--- src/rtl/mips789_bus_pkg.sv ---
// Shared definitions for the MEM-stage data bus bridge: FSM encoding and
// byte-lane conventions of the external request/acknowledge bus.
package mips789_bus_pkg;

    typedef enum logic [1:0] {
        ST_IDLE = 2'd0,
        ST_BUSY = 2'd1,
        ST_DONE = 2'd2
    } bus_state_e;

    // Big-endian lanes: enable bit 3 covers data bits 31:24.
    localparam int unsigned BUS_LANE_MSB_ENABLE = 3;
    localparam logic [3:0]  BUS_BE_ALL_LANES    = 4'hF;

    function automatic logic [3:0] bus_be_for(input logic       is_write,
                                              input logic [3:0] wr_en);
        return is_write ? wr_en : BUS_BE_ALL_LANES;
    endfunction

endpackage

--- src/rtl/dmem_bus_timer.sv ---
// 8-bit saturating cycle counter that flags when an outstanding bus access
// has waited TIMEOUT_CYC cycles without acknowledge.
module dmem_bus_timer #(
    parameter int unsigned TIMEOUT_CYC = 255
) (
    input  logic clk,
    input  logic rst,
    input  logic clr,
    input  logic en,
    output logic hit
);

    localparam logic [7:0] LIMIT = 8'(TIMEOUT_CYC);

    logic [7:0] count_q;
    logic [7:0] count_d;

    always_comb begin
        count_d = count_q;
        if (clr) begin
            count_d = 8'd0;
        end else if (en && (count_q != 8'hFF)) begin
            count_d = count_q + 8'd1;
        end
    end

    // The current enabled cycle is included, so the FSM can leave BUSY on the
    // very cycle the waited count reaches the limit.
    always_comb begin
        hit = en && !clr && (count_d == LIMIT);
    end

    always_ff @(posedge clk) begin
        if (!rst) begin
            count_q <= 8'd0;
        end else begin
            count_q <= count_d;
        end
    end

endmodule

--- src/rtl/dmem_bus_bridge.sv ---
// Bridges the single-cycle MEM-stage data port onto a request/acknowledge bus,
// stalling the pipeline with pause until each access completes or times out.
module dmem_bus_bridge
    import mips789_bus_pkg::*;
#(
    parameter int unsigned TIMEOUT_CYC = 255,
    parameter logic [31:0] ERR_RDATA   = 32'h0000_0000
) (
    input  logic        clk,
    input  logic        rst,
    input  logic [31:0] core_addr,
    input  logic [31:0] core_wdata,
    input  logic [3:0]  core_wr_en,
    input  logic        core_rd,
    output logic [31:0] core_rdata,
    output logic        pause,
    output logic        bus_req,
    output logic        bus_we,
    output logic [3:0]  bus_be,
    output logic [31:0] bus_addr,
    output logic [31:0] bus_wdata,
    input  logic        bus_ack,
    input  logic [31:0] bus_rdata,
    output logic        bus_err
);

    bus_state_e  state_q, state_d;
    logic        bus_req_q, bus_req_d;
    logic        bus_we_q, bus_we_d;
    logic [3:0]  bus_be_q, bus_be_d;
    logic [31:0] bus_addr_q, bus_addr_d;
    logic [31:0] bus_wdata_q, bus_wdata_d;
    logic        bus_err_q, bus_err_d;
    logic [31:0] core_rdata_q, core_rdata_d;

    logic req_present;
    logic is_write;
    logic timer_clr;
    logic timer_en;
    logic timer_hit;

    always_comb begin
        is_write    = |core_wr_en;
        req_present = core_rd | is_write;
        timer_clr   = (state_q != ST_BUSY);
        timer_en    = (state_q == ST_BUSY) && !bus_ack;
    end

    dmem_bus_timer #(
        .TIMEOUT_CYC(TIMEOUT_CYC)
    ) u_timer (
        .clk(clk),
        .rst(rst),
        .clr(timer_clr),
        .en (timer_en),
        .hit(timer_hit)
    );

    always_ff @(posedge clk) begin
        if (!rst) begin
            state_q      <= ST_IDLE;
            bus_req_q    <= 1'b0;
            bus_we_q     <= 1'b0;
            bus_be_q     <= 4'h0;
            bus_addr_q   <= 32'h0;
            bus_wdata_q  <= 32'h0;
            bus_err_q    <= 1'b0;
            core_rdata_q <= 32'h0;
        end else begin
            state_q      <= state_d;
            bus_req_q    <= bus_req_d;
            bus_we_q     <= bus_we_d;
            bus_be_q     <= bus_be_d;
            bus_addr_q   <= bus_addr_d;
            bus_wdata_q  <= bus_wdata_d;
            bus_err_q    <= bus_err_d;
            core_rdata_q <= core_rdata_d;
        end
    end

    always_comb begin
        state_d = state_q;
        unique case (state_q)
            ST_IDLE: if (req_present) state_d = ST_BUSY;
            ST_BUSY: if (bus_ack || timer_hit) state_d = ST_DONE;
            ST_DONE: state_d = ST_IDLE;
            default: state_d = ST_IDLE;
        endcase
    end

    always_comb begin
        pause        = 1'b0;
        bus_req_d    = bus_req_q;
        bus_we_d     = bus_we_q;
        bus_be_d     = bus_be_q;
        bus_addr_d   = bus_addr_q;
        bus_wdata_d  = bus_wdata_q;
        bus_err_d    = 1'b0;
        core_rdata_d = core_rdata_q;
        unique case (state_q)
            ST_IDLE: begin
                if (req_present) begin
                    pause       = 1'b1;
                    bus_req_d   = 1'b1;
                    bus_we_d    = is_write;
                    bus_be_d    = bus_be_for(is_write, core_wr_en);
                    bus_addr_d  = core_addr & ~32'h3;
                    bus_wdata_d = core_wdata;
                end
            end
            ST_BUSY: begin
                pause = 1'b1;
                // An acknowledge in the same cycle as the limit still completes normally.
                if (bus_ack) begin
                    bus_req_d = 1'b0;
                    if (!bus_we_q) core_rdata_d = bus_rdata;
                end else if (timer_hit) begin
                    bus_req_d = 1'b0;
                    bus_err_d = 1'b1;
                    if (!bus_we_q) core_rdata_d = ERR_RDATA;
                end
            end
            default: begin
                pause = 1'b0;
            end
        endcase
        if (!rst) pause = 1'b0;
    end

    assign core_rdata = core_rdata_q;
    assign bus_req    = bus_req_q;
    assign bus_we     = bus_we_q;
    assign bus_be     = bus_be_q;
    assign bus_addr   = bus_addr_q;
    assign bus_wdata  = bus_wdata_q;
    assign bus_err    = bus_err_q;

endmodule

--- config.mk ---
export PLATFORM = sky130hd
export DESIGN_NAME = dmem_bus_bridge
export DESIGN_NICKNAME = d
export VERILOG_FILES = /design/src/rtl/mips789_bus_pkg.sv /design/src/rtl/dmem_bus_timer.sv /design/src/rtl/dmem_bus_bridge.sv
export SDC_FILE = /design/constraint.sdc
export NUM_CORES = 1
export LEC_CHECK = 0
export BUFFER_PORTS_ARGS = -buffer_cell sky130_fd_sc_hd__clkbuf_2
export CORE_MARGIN = 3
export CORE_UTILIZATION = 48
export DETAILED_ROUTE_END_ITERATION = 12
export GPL_TIMING_DRIVEN = 0
export PLACE_DENSITY_LB_ADDON = 0.15
export SYNTH_ARGS = -nofsm -noshare
export SYNTH_HDL_FRONTEND = slang
export SYNTH_SLANG_ARGS = --single-unit
--- constraint.sdc ---
create_clock -name clk -period 3.6 [get_ports clk]
set_clock_uncertainty 0.1 [all_clocks]
set_input_delay 0.36 -clock clk [delete_from_list [all_inputs] [get_ports clk]]
set_output_delay 0.36 -clock clk [all_outputs]
set_load 0.02 [all_outputs]
==> results.toml <==
[global_routing]
grt_pass1_wl_mm = 17.91
grt_util_all_layers = 0.2165
grt_max_degree = 19
met2_usage = 0.3662
antenna_found_initial = 0
grt_pass1_vias = 3912
grt_busiest_layer = "met2"
use_met3 = 0.05372
grt.overflow.total = 0
globalRouteMet1Util = 0.2610

[detailed_routing]
vias = 4310
first_pass_iters = 4
antenna_left = 0
via_per_inst = 5.035
routed_wl_mm = 11.75
routedWlPerCell_um = 13.73
post-route-drc-count = 0
dr.first_iter.drc_count = 112

[synthesis]
ys_seq_area_frac = 0.5070
avgSynthCellArea_um2 = 8.285
async_flop_share = 0
synth_top_area_frac = 0.5070
synth_top_area_cell = "dfxtp_1"
netlist_instances = 529
ys_types = 57
yosys-top-cells-area = "dfxtp_1 51%, nand2_1 17%, a21oi_1 7.5%, o21ai_2 6.2%, clkbuf_1 1.7%"
yosys_warnings = 0
synth_edf_count = 0
synth_seq_cells = 111
syn_area_um2 = 4383
synth_top_flop_cell = "dfxtp_1"

[clock_tree]
clock_path_buffers = 2
root_buffer = "clkbuf_8"
hold_buffers = 0
clk_latency_ns = 0.36
path_clk_slew_ns = 0.10
cts_setup_buffers = 0
htreeDepth = 3
tritoncts = "done"
post_cts_resized = 0
cts_sinks = 111
cts-buffers-inserted = 9

[place]
postPlaceCellArea_um2 = 5533
place.gp.congestion = 0.8831
port_buffers = 202
detailed_place_hpwl_mm = 9.263

[sta]
min_period_over_period = 0.6675
tightest_slew_ns = 0.5918
max_freq_mhz = 416.2
slew_viol_final = 0
slew_headroom = 0.6046
rsz0062_at_grt = "false"
setup_viol = 0
setup_tns_ns = 0
hold_viol_final = 0
finalCriticalPeriod_ns = 2.403

[critical_path]
crit_required_ns = 3.76
crit_arrival_ns = 2.56
setup.worst_path.end_class = "flop"
crit_type = "flop to flop"
path_max_fanout = 10
cp-start-kind = "flop"

[final_layout]
num-nets-final = 848
ff_latch_area_um2 = 2222
area_growth_pct = 30.92
stdcell_area_um2 = 5738
drive_gt1_frac = 0.3824
diodes = 0
final_common_cell = "clkbuf_2"
final.fill_count = 789
final_cell_mix = "202 x clkbuf_2, 200 x nand2_1, 111 x dfxtp_1"
multi_input_area_um2 = 1959

[power]
vdd_drop_max_uv = 231.1
power_density_nw_per_um2 = 473.1
finalPower_w = 0.002715
p_leak_nw = 2.719

[floorplanning]
placementRows = 34
core-area_um2 = 8806
design.die.area_um2 = 10310
die_width_um = 101.6
die_h_um = 101.6
initial_utilization = 0.4977
ios = 208

[outcome]
status = "completed"

[flow_run]
max-cap-violations = 0

[hold_path]
hp-class = "input pin to flop"
-- critical path: stages (launching register included) --
cell      delay, ns
dfxtp_1        0.45
ha_1           0.35
nand4_1        0.13
o21ai_1        0.25
o221ai_1       0.24
nor4_4         0.47
buf_6          0.24
o21ai_2        0.07
-- layer usage --
layer	wire, µm	share of wire
met5	0	0
met4	335	0.029
met1	4986	0.42
met2	5568	0.47
met3	859	0.073
-- state kept, by name, summed over array words and instances (netlist names) --
register / cells
bus_err: 1
bus_wdata: 32
bus_req: 1
state_q: 2
bus_be: 4
bus_we: 1
bus_addr: 30
u_timer.count_q: 8
core_rdata: 32
-- per-stage QoR --
step                        util  worst slack [ns]  hold slack (ns)  std cells
after global placement    0.6283             1.244           0.3370        840
final                     0.6516             1.197          0.08406        856
after detailed placement  0.6283             1.212           0.3460        840
after floorplan                -             1.529           0.3726        530
after CTS                 0.6516             1.197          0.06897        856
after global routing      0.6516             1.044          0.07401        856
-- cell families after synthesis --
group	count (synthesis)	share of synthesized area
AOI/OAI and AO/OA	126	0.1955
xor gates and xnor gates	2	0.003997
adders and majority gates	1	0.002854
buffers and inverters	41	0.04682
DFF	111	0.5070
muxes	1	0.002284
other	1	0.0008556
and+or+nand+nor	246	0.2407
-- power breakdown --
group	internal [W]	leakage (nW)	switching [W]	total, W
Clock	0.000348	0.101	0.000414	0.000762
Sequential	0.00133	0.911	0.0000563	0.00138
Combinational	0.000198	1.71	0.000371	0.000568
-- area by class of cell --
class                   count  area share
inverters                   3    0.001962
plain buffers              38     0.03380
well taps                 108     0.02355
repair buffers            202      0.1762
flip-flops and latches    111      0.3873
multi-input cells         378      0.3415
clock inverters             5     0.01112
clock buffers              11     0.02464
-- cell usage after synthesis, types with 2 or more instances --
library cell and n:
inv_1 2, a21oi_1 66, xnor2_1 2, nor3b_1 2, clkbuf_1 20, nand4_1 2, dfxtp_1 111, nand3_1 6
o221a_2 4, buf_4 4, o22ai_1 2, nor2_1 14, nor3_1 3, o21ai_2 31, o21ai_1 3, nand2b_1 3
buf_2 11, buf_6 3, nand2_1 200, a21o_1 2, o21ai_0 2
-- path summary, 6_finish.rpt --
check	startpoint	cells past startpoint	slack, ns	endpoint
min reg2reg	bus_addr[10]	2	0.36	bus_addr[10]
min	bus_rdata[20]	3	0.08	core_rdata[20]
max reg2reg	u_timer.count_q[0]	7	1.20	core_rdata[26]
max	u_timer.count_q[0]	7	1.20	core_rdata[26]
(Power assumes the default switching activity.)
